--- config.mk ---
export PLATFORM = sky130hd
export DESIGN_NAME = avalon_seg_display_ctrl_flat
export DESIGN_NICKNAME = d
export VERILOG_FILES = /design/src/rtl/avalon_seg_display_if.sv /design/src/rtl/avalon_seg_display_ctrl.sv /design/src/flat_wrapper.sv
export SDC_FILE = /design/constraint.sdc
export NUM_CORES = 1
export LEC_CHECK = 0
export ABC_AREA = 1
export BUFFER_PORTS_ARGS = -buffer_cell sky130_fd_sc_hd__buf_4
export CAP_MARGIN = 20
export CORE_MARGIN = 2
export CORE_UTILIZATION = 40
export CTS_CLUSTER_DIAMETER = 200
export DETAILED_ROUTE_END_ITERATION = 10
export SLEW_MARGIN = 20
export SYNTH_ARGS = -nofsm -noshare
export SYNTH_HDL_FRONTEND = slang
export SYNTH_SLANG_ARGS = --single-unit
--- constraint.sdc ---
create_clock -name clk -period 10.71 [get_ports clk]
set_input_delay 2.142 -clock clk [delete_from_list [all_inputs] [get_ports clk]]
set_output_delay 2.142 -clock clk [all_outputs]
set_load 0.01 [all_outputs]
--- src/rtl/avalon_seg_display_if.sv ---
// Avalon-MM slave bus bundle for the seven-segment display controller.
// Signal names keep the bus-side _i/_o suffixes as seen from the slave.
interface avalon_seg_display_if;
  logic [3:0]  avms_address_i;
  logic [3:0]  avms_byteenable_i;
  logic        avms_write_i;
  logic [31:0] avms_writedata_i;
  logic        avms_read_i;
  logic [31:0] avms_readdata_o;
  logic        avms_readdatavalid_o;

  modport slave (
    input  avms_address_i,
    input  avms_byteenable_i,
    input  avms_write_i,
    input  avms_writedata_i,
    input  avms_read_i,
    output avms_readdata_o,
    output avms_readdatavalid_o
  );

  modport master (
    output avms_address_i,
    output avms_byteenable_i,
    output avms_write_i,
    output avms_writedata_i,
    output avms_read_i,
    input  avms_readdata_o,
    input  avms_readdatavalid_o
  );
endinterface

--- src/rtl/avalon_seg_display_ctrl.sv ---
// Avalon-MM controlled seven-segment driver: per-digit hex/raw, blank, blink,
// global enable and PWM brightness, with a registered output stage.
module avalon_seg_display_ctrl #(
  parameter int NUM_SEGMENT = 6,
  parameter int PWM_W       = 4,
  parameter int ACTIVE_LOW  = 1
) (
  input  logic                     clk,
  input  logic                     rst,
  avalon_seg_display_if.slave      avms,
  output logic [NUM_SEGMENT*7-1:0] segment_symbol_o
);

  localparam logic [31:0] DIGIT_MASK = 32'h0003_7F8F;
  localparam logic [31:0] CTRL_MASK  = ((32'd1 << (PWM_W + 1)) - 32'd1) | 32'h0000_0100;
  localparam logic [31:0] CTRL_RESET = (32'd1 << PWM_W) | 32'h0000_0100;
  localparam logic [3:0]  ADDR_CTRL  = 4'(NUM_SEGMENT);
  localparam logic [3:0]  ADDR_BLINK = 4'(NUM_SEGMENT + 1);
  localparam logic [NUM_SEGMENT*7-1:0] SEG_POL = {(NUM_SEGMENT*7){ACTIVE_LOW != 0}};

  logic [31:0]              r_digit [NUM_SEGMENT];
  logic [31:0]              r_ctrl;
  logic [31:0]              r_blink_period;
  logic [31:0]              r_blink_cnt;
  logic                     r_blink_phase;
  logic [PWM_W-1:0]         r_pwm_cnt;
  logic [31:0]              r_readdata;
  logic                     r_readdatavalid;
  logic [NUM_SEGMENT*7-1:0] r_seg;

  logic [31:0]              w_rd_mux;
  logic [31:0]              w_be_mask;
  logic [31:0]              w_merged;
  logic                     w_wr_blink;
  logic                     w_pwm_on;
  logic [NUM_SEGMENT*7-1:0] w_pattern;

  function automatic logic [6:0] f_hex7(input logic [3:0] v);
    case (v)
      4'h0: f_hex7 = 7'h3F;
      4'h1: f_hex7 = 7'h06;
      4'h2: f_hex7 = 7'h5B;
      4'h3: f_hex7 = 7'h4F;
      4'h4: f_hex7 = 7'h66;
      4'h5: f_hex7 = 7'h6D;
      4'h6: f_hex7 = 7'h7D;
      4'h7: f_hex7 = 7'h07;
      4'h8: f_hex7 = 7'h7F;
      4'h9: f_hex7 = 7'h6F;
      4'hA: f_hex7 = 7'h77;
      4'hB: f_hex7 = 7'h7C;
      4'hC: f_hex7 = 7'h39;
      4'hD: f_hex7 = 7'h5E;
      4'hE: f_hex7 = 7'h79;
      default: f_hex7 = 7'h71;
    endcase
  endfunction

  // The read mux doubles as the "old value" for byte-lane merging on writes.
  always_comb begin
    w_rd_mux = '0;
    for (int k = 0; k < NUM_SEGMENT; k++) begin
      if (avms.avms_address_i == 4'(k)) w_rd_mux = r_digit[k];
    end
    if (avms.avms_address_i == ADDR_CTRL)  w_rd_mux = r_ctrl;
    if (avms.avms_address_i == ADDR_BLINK) w_rd_mux = r_blink_period;
  end

  assign w_be_mask  = {{8{avms.avms_byteenable_i[3]}}, {8{avms.avms_byteenable_i[2]}},
                       {8{avms.avms_byteenable_i[1]}}, {8{avms.avms_byteenable_i[0]}}};
  assign w_merged   = (w_rd_mux & ~w_be_mask) | (avms.avms_writedata_i & w_be_mask);
  assign w_wr_blink = avms.avms_write_i && (avms.avms_address_i == ADDR_BLINK);

  always_ff @(posedge clk or posedge rst) begin
    if (rst) begin
      for (int k = 0; k < NUM_SEGMENT; k++) r_digit[k] <= '0;
      r_ctrl         <= CTRL_RESET;
      r_blink_period <= '0;
    end else if (avms.avms_write_i) begin
      for (int k = 0; k < NUM_SEGMENT; k++) begin
        if (avms.avms_address_i == 4'(k)) r_digit[k] <= w_merged & DIGIT_MASK;
      end
      if (avms.avms_address_i == ADDR_CTRL)  r_ctrl         <= w_merged & CTRL_MASK;
      if (avms.avms_address_i == ADDR_BLINK) r_blink_period <= w_merged;
    end
  end

  // Read data is captured before any same-cycle write lands.
  always_ff @(posedge clk or posedge rst) begin
    if (rst) begin
      r_readdata      <= '0;
      r_readdatavalid <= 1'b0;
    end else begin
      r_readdatavalid <= avms.avms_read_i;
      if (avms.avms_read_i) r_readdata <= w_rd_mux;
    end
  end

  assign avms.avms_readdata_o      = r_readdata;
  assign avms.avms_readdatavalid_o = r_readdatavalid;

  always_ff @(posedge clk or posedge rst) begin
    if (rst) begin
      r_blink_cnt   <= '0;
      r_blink_phase <= 1'b1;
    end else if (w_wr_blink) begin
      r_blink_phase <= 1'b1;
      r_blink_cnt   <= (w_merged == '0) ? '0 : w_merged - 32'd1;
    end else if (r_blink_period == '0) begin
      r_blink_phase <= 1'b1;
      r_blink_cnt   <= '0;
    end else if (r_blink_cnt == '0) begin
      r_blink_cnt   <= r_blink_period - 32'd1;
      r_blink_phase <= ~r_blink_phase;
    end else begin
      r_blink_cnt   <= r_blink_cnt - 32'd1;
    end
  end

  always_ff @(posedge clk or posedge rst) begin
    if (rst) r_pwm_cnt <= '0;
    else     r_pwm_cnt <= r_pwm_cnt + 1'b1;
  end

  // Brightness is one bit wider than the counter so full scale means always on.
  assign w_pwm_on = ({1'b0, r_pwm_cnt} < r_ctrl[PWM_W:0]);

  always_comb begin
    w_pattern = '0;
    for (int k = 0; k < NUM_SEGMENT; k++) begin
      if (!r_digit[k][7] && r_ctrl[8] && w_pwm_on && !(r_digit[k][17] && !r_blink_phase)) begin
        w_pattern[k*7 +: 7] = r_digit[k][16] ? r_digit[k][14:8] : f_hex7(r_digit[k][3:0]);
      end
    end
  end

  always_ff @(posedge clk or posedge rst) begin
    if (rst) r_seg <= SEG_POL;
    else     r_seg <= w_pattern ^ SEG_POL;
  end

  assign segment_symbol_o = r_seg;

endmodule

--- src/flat_wrapper.sv ---
// flat-port wrapper written by rule: the top's interface ports become plain ports
module avalon_seg_display_ctrl_flat 
#(
  parameter int NUM_SEGMENT = 6,
  parameter int PWM_W       = 4,
  parameter int ACTIVE_LOW  = 1
)
  (clk, rst, segment_symbol_o, avms_avms_address_i, avms_avms_byteenable_i, avms_avms_write_i, avms_avms_writedata_i, avms_avms_read_i, avms_avms_readdata_o, avms_avms_readdatavalid_o);
  avalon_seg_display_if avms_i ();
  input  logic clk;
  input  logic rst;
  output logic [NUM_SEGMENT*7-1:0] segment_symbol_o;
  input wire logic [$bits(avms_i.avms_address_i)-1:0] avms_avms_address_i;
  input wire logic [$bits(avms_i.avms_byteenable_i)-1:0] avms_avms_byteenable_i;
  input wire logic [$bits(avms_i.avms_write_i)-1:0] avms_avms_write_i;
  input wire logic [$bits(avms_i.avms_writedata_i)-1:0] avms_avms_writedata_i;
  input wire logic [$bits(avms_i.avms_read_i)-1:0] avms_avms_read_i;
  output wire logic [$bits(avms_i.avms_readdata_o)-1:0] avms_avms_readdata_o;
  output wire logic [$bits(avms_i.avms_readdatavalid_o)-1:0] avms_avms_readdatavalid_o;
  assign avms_i.avms_address_i = avms_avms_address_i;
  assign avms_i.avms_byteenable_i = avms_avms_byteenable_i;
  assign avms_i.avms_write_i = avms_avms_write_i;
  assign avms_i.avms_writedata_i = avms_avms_writedata_i;
  assign avms_i.avms_read_i = avms_avms_read_i;
  assign avms_avms_readdata_o = avms_i.avms_readdata_o;
  assign avms_avms_readdatavalid_o = avms_i.avms_readdatavalid_o;
  avalon_seg_display_ctrl #(.NUM_SEGMENT(NUM_SEGMENT), .PWM_W(PWM_W), .ACTIVE_LOW(ACTIVE_LOW)) u_core (.clk(clk), .rst(rst), .avms(avms_i), .segment_symbol_o(segment_symbol_o));
endmodule
**Yosys cells after proc, flatten, opt, wreduce, memory -nomap -nowiden**

Memories as Yosys holds them, arrays and structs flattened.
Cells that the tools add are included.

- Add/sub/neg operators: 4
- $mul: 0
- Div/mod/pow operators: 0
- $lt $le $gt $ge: 1
- Eq/ne operators: 7
- Shift-type cells: 0
- Muxes and demuxes: 27
- Bitwise logic cells: 6
- Reductions and logical operators: 51

Operators by type and width:

| kind | number |
|---|---|
| $mux W32 | 11 |
| $logic_not A32 Y1 | 3 |
| $sub A32 B1 Y32 const B | 3 |
| $mux W7 | 12 |
| $and A32 B32 Y32 | 2 |
| $not A42 Y42 | 1 |
| $not A32 Y32 | 1 |
| $or A32 B32 Y32 | 1 |
| $logic_and A1 B1 Y1 | 25 |
| $mux W18 | 1 |
| $eq A4 B3 Y1 const B | 4 |
| $reduce_and A2 Y1 | 8 |
| $logic_not A1 Y1 | 13 |
| $eq A4 B2 Y1 const B | 2 |
| $lt A4 B5 Y1 | 1 |
| $add A4 B1 Y4 const B | 1 |
| $eq A4 B1 Y1 const B | 1 |
| $logic_not A4 Y1 | 1 |
| $mux W1 | 3 |
| $reduce_bool A3 Y1 | 1 |
| $not A1 Y1 | 1 |

- Register bits: 234
- Bits in latches: 0
- Memory bits (writable): 0
- ROM bits: 672
- Output and inout bits: 75
- Logic and storage cells: 116
- Memories: 6

Memory list:

| memory | words | width | read ports | clocked after Yosys merged registers in | wr ports | line | text |
|---|---|---|---|---|---|---|---|
| (no name shown) | 16 | 7 | 1 | 0 | 0 | avalon_seg_display_ctrl.sv:39 | `case (v)` |
| (no name shown) | 16 | 7 | 1 | 0 | 0 | avalon_seg_display_ctrl.sv:39 |  |
| (no name shown) | 16 | 7 | 1 | 0 | 0 | avalon_seg_display_ctrl.sv:39 |  |
| (no name shown) | 16 | 7 | 1 | 0 | 0 | avalon_seg_display_ctrl.sv:39 |  |
| (no name shown) | 16 | 7 | 1 | 0 | 0 | avalon_seg_display_ctrl.sv:39 |  |
| (no name shown) | 16 | 7 | 1 | 0 | 0 | avalon_seg_display_ctrl.sv:39 |  |

**Logic depth before layout (Yosys ltp)**

- Depth in word-level cells: 14
- Gate-level depth with buffers: 23

**Worst setup path before layout**

Ideal clock, no wire load.

- Path type: in2reg
- Start: in avms_avms_address_i[3]
- End: reg u_core.r_blink_cnt[25]
- Data arrival time: 4478 ps
- Data required time: 10593 ps
- Setup slack: 6116 ps
- Cell stages on the path: 23
- Buffers on the path: 5
- Path through: nor2_1 > buf_6 > buf_4 > buf_6 > nand3_1 > nand3_1 > nor2_1 > nand4_1 > nand2_1 > nand2_1 > nand2_1 > clkbuf_1 > ha_1 > nand3_1 > nor2_1 > nand3_1 > nor2_1 > nand2_1 > nor2_2 > a21oi_4 > buf_6 > nand3_2 > nand2_1

- Word-level cells in the longest chain between the ends: 14
- Elaborated cells on any way between the ends: 23
- Those cells by class: add/sub: 1; eq/ne: 7; mux: 10; bitwise: 2; reduce/logical: 3

Ends and longest elaborated chain:

| item | line | text |
|---|---|---|
| start, declared | flat_wrapper.sv:13 | `input wire logic [$bits(avms_i.avms_address_i)-1:0] avms_avms_address_i;` |
| $logic_not A4 Y1 | avalon_seg_display_ctrl.sv:63 | `if (avms.avms_address_i == 4'(k)) w_rd_mux = r_digit[k];` |
| $mux W18 | avalon_seg_display_ctrl.sv:63 |  |
| $mux W32 (5 in series) | avalon_seg_display_ctrl.sv:63 |  |
| $mux W32 | avalon_seg_display_ctrl.sv:65 | `if (avms.avms_address_i == ADDR_CTRL) w_rd_mux = r_ctrl;` |
| $mux W32 | avalon_seg_display_ctrl.sv:66 | `if (avms.avms_address_i == ADDR_BLINK) w_rd_mux = r_blink_period;` |
| $and A32 B32 Y32 | avalon_seg_display_ctrl.sv:71 | `assign w_merged = (w_rd_mux & ~w_be_mask) \| (avms.avms_writedata_i & w_be_mask);` |
| $or A32 B32 Y32 | avalon_seg_display_ctrl.sv:71 |  |
| $sub A32 B1 Y32 / $logic_not A32 Y1 (equally long branches) | avalon_seg_display_ctrl.sv:108 | `r_blink_cnt <= (w_merged == '0) ? '0 : w_merged - 32'd1;` |
| $mux W32 | avalon_seg_display_ctrl.sv:108 |  |
| $mux W32 (*) | avalon_seg_display_ctrl.sv:106 | `end else if (w_wr_blink) begin` |
| end signal, assigned | avalon_seg_display_ctrl.sv:108 |  |
| end signal, assigned | avalon_seg_display_ctrl.sv:113 | `r_blink_cnt <= r_blink_period - 32'd1;` |
| end signal, assigned | avalon_seg_display_ctrl.sv:116 | `r_blink_cnt <= r_blink_cnt - 32'd1;` |
| end, declared | avalon_seg_display_ctrl.sv:24 | `logic [31:0] r_blink_cnt;` |

Every way passes the cells marked *; elsewhere a longest branch is shown, timed or not.
A chain may end at the register's enable or synchronous reset.

**Worst setup path after layout**

- Start: in avms_avms_address_i[0]
- End: reg u_core.r_blink_cnt[30]

The elaborated chain is that of the path after synthesis.

==> key figures <==
STA
  – Setup repair after global routing missed its margin: no
  – Clock Skew: around 19 ps
  – Final setup TNS: 0 ps
  – Timing-limited maximum frequency: ~190 MHz
  – Final number of hold-violating endpoints: 0
  – Tightest Pin Transition: 994 ps
  – Max-slew headroom: between 30% and 40%
  – Pins over their slew limit: 0
  – Ratio of final minimum period to clock period: about half
  – Post-layout min period: ~5200 ps
  – Final Setup Violations: 0

Floorplan
  – CORE AREA: about 34000 um2
  – Area of the die: 36000 um2
  – Number of primary I/O pins: around 120
  – Number of core rows: between 60 and 70
  – Die width: 190 um
  – Die Ht: approximately 190 um
  – Initial core utilization: 40.3%

Synth
  – Sequential cell area fraction in the yosys report: between 40 and 50%
  – Average cell area after synthesis: between 7 and 8 um2
  – Main combinational cell family by area after synthesis: simple AND/OR/NAND/NOR gates
  – Share of async-settable or async-resettable flops after synthesis: between 90% and 100%
  – Ys flop type: sky130_fd_sc_hd__dfrtp_1
  – Area fraction of the dominant cell type after synthesis: 34.3%
  – Mux contribution to synthesized area: 0%
  – Largest cells by area after synthesis: sky130_fd_sc_hd__dfrtp_1 34%, sky130_fd_sc_hd__nand2_1 15%, sky130_fd_sc_hd__dfstp_2 8.6%
  – Post-synthesis share of cell area spent on xor and xnor gates: 0.888%
  – Post-synth design cell area: 13800 um2
  – Post-synthesis compound-gate area fraction: between 10 and 15%
  – Synthesis-stage register bit count: roughly 230
  – Number of distinct library cells after synthesis: 46
  – Fraction of the mapped netlist area in simple logic gates: a little under a third
  – Leading area contributor after synthesis: sky130_fd_sc_hd__dfrtp_1
  – Synthesized net count: 1949
  – Yosys warnings: 0
  – Post-synth EDFFs: 0
  – Adder and majority gate portion of the synthesized area: 3.35%
  – Cell count after synthesis: around 1900

Clocking
  – Clock Sink Count: about 230
  – Number of gates given a new drive strength after cts: 0
  – Maximum level of the CTS H-tree: 1
  – Reg clk slew, reported paths: around 60 ps
  – Post-CTS Setup Bufs: 0
  – Source-to-sink clock delay at the later pin of the worst-skew pair: around 540 ps
  – Hold buffer count at cts: 0
  – Clock tree from TritonCTS: yes
  – Clock tree buffer depth: 3
  – Root Buffer Master: sky130_fd_sc_hd__clkbuf_16
  – CTS buffer count: 26

Power
  – Peak VDD IR: 108 uV
  – Post-route total power: 2.98 mW
  – Cell leakage power: 7.46 nW
  – Power density cells: about 190 nW/um2

Critical path
  – Data required time at the worst endpoint: approximately 11000 ps
  – Kind of start point of the critical path: primary input
  – Worst flop-to-flop path startpoint: u_core.r_digit[64]$_DFFE_PP0P_
  – Worst Setup Path Type: in -> reg
  – Worst Setup SP: avms_avms_address_i[0]
  – Biggest fanout along the worst timing path: 24
  – Longest individual stage delay on the worst path: between 600 and 700 ps
  – Most common cell on crit path: sky130_fd_sc_hd__nand2_1
  – Worst flop-to-flop path endpoint: u_core.r_blink_cnt[30]$_DFF_PP0_
  – Endpoint kind of the worst setup timing path: flip-flop
  – Number of cells traversed by the worst register-to-register path: 17
  – Arrival time at the worst endpoint: 5640 ps
  – Slowest library cell on the worst path: sky130_fd_sc_hd__a21oi_4
  – Critical-path cell list: buf_4, nor2_2, nand2_1, inv_1, nand2_1, nand4_1, nand2_1, nand2_1, nand2_1, ha_1, nand3_1, nor2_1, nand3_1, nor2_1, nand2_1, nor2_2, a21oi_4, nand3_1, nand2_1
  – Setup slack of the most critical reg-to-reg path: 7480 ps

Global routing
  – Overall fraction of global-route tracks in use: 26.7%
  – Number of antenna violations at the first check in global routing: 0
  – Vias in the first global route: between 10000 and 15000
  – Leftover overflow at the end of global routing: 0
  – First-pass GRT wire length: approximately 73000 um
  – Largest net degree at the start of global routing: approximately 90

Cells and area
  – Sequential cell area in the final layout: ~5900 um2
  – Final nets: 2033
  – End-of-flow core utilization: roughly 46%
  – Share of post-route cells with drive strength above 1: 15.0%
  – Count of inserted antenna diode cells: 0
  – Area growth from synthesis to layout: 14.3%
  – Area used by multi-input combinational logic: a little under 7000 um2
  – Number of fill cells in the layout: approximately 3500

Min path
  – Class of the most critical hold timing path: reg -> reg
  – Endpoint, Worst Hold: u_core.r_pwm_cnt[3]$_DFF_PP0_
  – Startpoint of the worst hold path: u_core.r_pwm_cnt[3]$_DFF_PP0_
  – Worst hold path depth: 1

Detailed routing
  – Post-route DRC violation count: 0
  – Post-route ant nets: 0
  – Via count normalized by instance count: 5.41
  – DR vias: between 10000 and 15000
  – DR pass1 iterations: 5
  – Final WL: 48200 um
  – Final routed wire length divided by cell count: between 15 and 20 um
  – First DRT Iteration DRCs: between 1000 and 1500

Place
  – Number of port buffers: 118
  – Detailed-placement wirelength estimate: ~37000 um
  – RD Place Congestion: just under 1

Run status
  – Outcome: finished clean

Job
  – Maximum Capacitance Violations: 0
flip-flops by register name (all words and copies together) (netlist names):
register and cells:
u_core.r_pwm_cnt 4, u_core.r_ctrl 6, u_core.avms.avms_readdata_o 32, u_core.segment_symbol_o 42
u_core.avms.avms_readdatavalid_o 1, u_core.r_digit 84, u_core.r_blink_cnt 32, u_core.r_blink_period 32
u_core.r_blink_phase 1
metrics by stage:
step | hold WS [ps] | std cells | setup WS, ps | instance area, um2
after global routing | 506 | 2427 | 5170 | 15800
after detailed placement | 472 | 2379 | 5040 | 15000
after floorplan | 430 | 1868 | 2220 | 13800
final | 482 | 2427 | 5540 | 15800
after CTS | 488 | 2427 | 5610 | 15800
after global placement | 467 | 2379 | 5230 | 15000
cell usage in the layout, fill, tap and decap left out, types with 11 or more instances in the layout:
cell type and n:
sky130_fd_sc_hd__nand2_1 550, sky130_fd_sc_hd__o21ai_0 206, sky130_fd_sc_hd__dfrtp_1 189, sky130_fd_sc_hd__nand3_1 164
sky130_fd_sc_hd__inv_1 163, sky130_fd_sc_hd__nor2_1 157, sky130_fd_sc_hd__buf_4 126, sky130_fd_sc_hd__dfstp_2 45
sky130_fd_sc_hd__o211ai_1 39, sky130_fd_sc_hd__a21oi_1 39, sky130_fd_sc_hd__ha_1 37, sky130_fd_sc_hd__clkbuf_16 27
sky130_fd_sc_hd__nand4_1 25, sky130_fd_sc_hd__nand3_2 20, sky130_fd_sc_hd__or2_2 15, sky130_fd_sc_hd__o21ai_1 14
sky130_fd_sc_hd__nor3_1 12, sky130_fd_sc_hd__o22ai_1 12, sky130_fd_sc_hd__nand2_2 11, sky130_fd_sc_hd__nor2_2 11
cells by family (layout without fill, tap and decap cells):
logic type,after synthesis,count (layout)
adder cells (fa/ha/maj),37,37
XOR/XNOR,14,14
buffers and inverters,250,354
AO/OA/AOI/OAI,341,341
AND/OR/NAND/NOR,992,992
flip-flops,234,234
power by group:
part / total (mW) / switching (mW) / internal, mW
Combinational: 0.848 / 0.558 / 0.290
Clock: 0.870 / 0.370 / 0.500
Sequential: 1.26 / 0.190 / 1.07
Total: 2.98 / 1.12 / 1.86
layout make-up:
type / instances / area share, %
Multi-Input combinational cell: 1384 / 43.4
Sequential cell: 234 / 37.5
Timing Repair Buffer: 126 / 5.99
Clock buffer: 38 / 4.67
Inverter: 180 / 4.34
Tap cell: 455 / 3.61
Clock inverter: 10 / 0.491
cells in the mapped netlist (2+ instances only):
| cell type | number |
|---|---|
| sky130_fd_sc_hd__nand2_1 | 550 |
| sky130_fd_sc_hd__nand3_1 | 164 |
| sky130_fd_sc_hd__o21ai_1 | 14 |
| sky130_fd_sc_hd__nor2_2 | 9 |
| sky130_fd_sc_hd__xor2_1 | 10 |
| sky130_fd_sc_hd__o21ai_2 | 3 |
| sky130_fd_sc_hd__a211oi_1 | 6 |
| sky130_fd_sc_hd__clkbuf_1 | 48 |
| sky130_fd_sc_hd__o21bai_1 | 3 |
| sky130_fd_sc_hd__dfrtp_1 | 189 |
| sky130_fd_sc_hd__buf_6 | 8 |
| sky130_fd_sc_hd__nand2_4 | 6 |
| sky130_fd_sc_hd__nand3_2 | 20 |
| sky130_fd_sc_hd__nor3_1 | 12 |
| sky130_fd_sc_hd__nand2_2 | 11 |
| sky130_fd_sc_hd__xnor2_1 | 4 |
| sky130_fd_sc_hd__inv_2 | 9 |
| sky130_fd_sc_hd__inv_1 | 164 |
| sky130_fd_sc_hd__o32ai_1 | 2 |
| sky130_fd_sc_hd__o311ai_0 | 4 |
| sky130_fd_sc_hd__nor4_1 | 8 |
| sky130_fd_sc_hd__ha_1 | 37 |
| sky130_fd_sc_hd__clkinv_1 | 6 |
| sky130_fd_sc_hd__nand4_1 | 25 |
| sky130_fd_sc_hd__nand3b_1 | 3 |
| sky130_fd_sc_hd__buf_2 | 5 |
| sky130_fd_sc_hd__o21ai_0 | 206 |
| sky130_fd_sc_hd__a21oi_1 | 39 |
| sky130_fd_sc_hd__or2_0 | 2 |
| sky130_fd_sc_hd__o22ai_1 | 12 |
| sky130_fd_sc_hd__dfstp_2 | 45 |
| sky130_fd_sc_hd__nor2_4 | 5 |
| sky130_fd_sc_hd__or2_2 | 15 |
| sky130_fd_sc_hd__o211ai_1 | 39 |
| sky130_fd_sc_hd__buf_4 | 9 |
| sky130_fd_sc_hd__a31oi_1 | 8 |
| sky130_fd_sc_hd__nor2_1 | 159 |
worst max-delay path, delay by kind of cell:
kind                       cells  cell delay (ps)
and+or+nand+nor               15             2080
AOI/OAI and AO/OA              1              670
adders and majority gates      1              380
buffers and inverters          2              350
worst max path at each step:
stage / endpoint / cells past startpoint / slack (ps)
after global placement: u_core.r_blink_cnt[29]$_DFF_PP0_ / 19 / 5230
after floorplan: u_core.avms.avms_readdata_o[0]$_DFFE_PP0P_ / 1 / 2220
after detailed placement: u_core.r_blink_cnt[30]$_DFF_PP0_ / 19 / 5040
after CTS: u_core.r_blink_cnt[30]$_DFF_PP0_ / 19 / 5610
final: u_core.r_blink_cnt[30]$_DFF_PP0_ / 19 / 5540
after global routing: u_core.r_blink_cnt[29]$_DFF_PP0_ / 19 / 5170
layer usage:
layer  GRT usage (%)  part of all wire, %
met5               0                    0
met1            41.0                   47
met4            8.91                  3.3
met3            4.63                  9.1
met2            37.8                   41
Power figures use the tool's default switching activity.
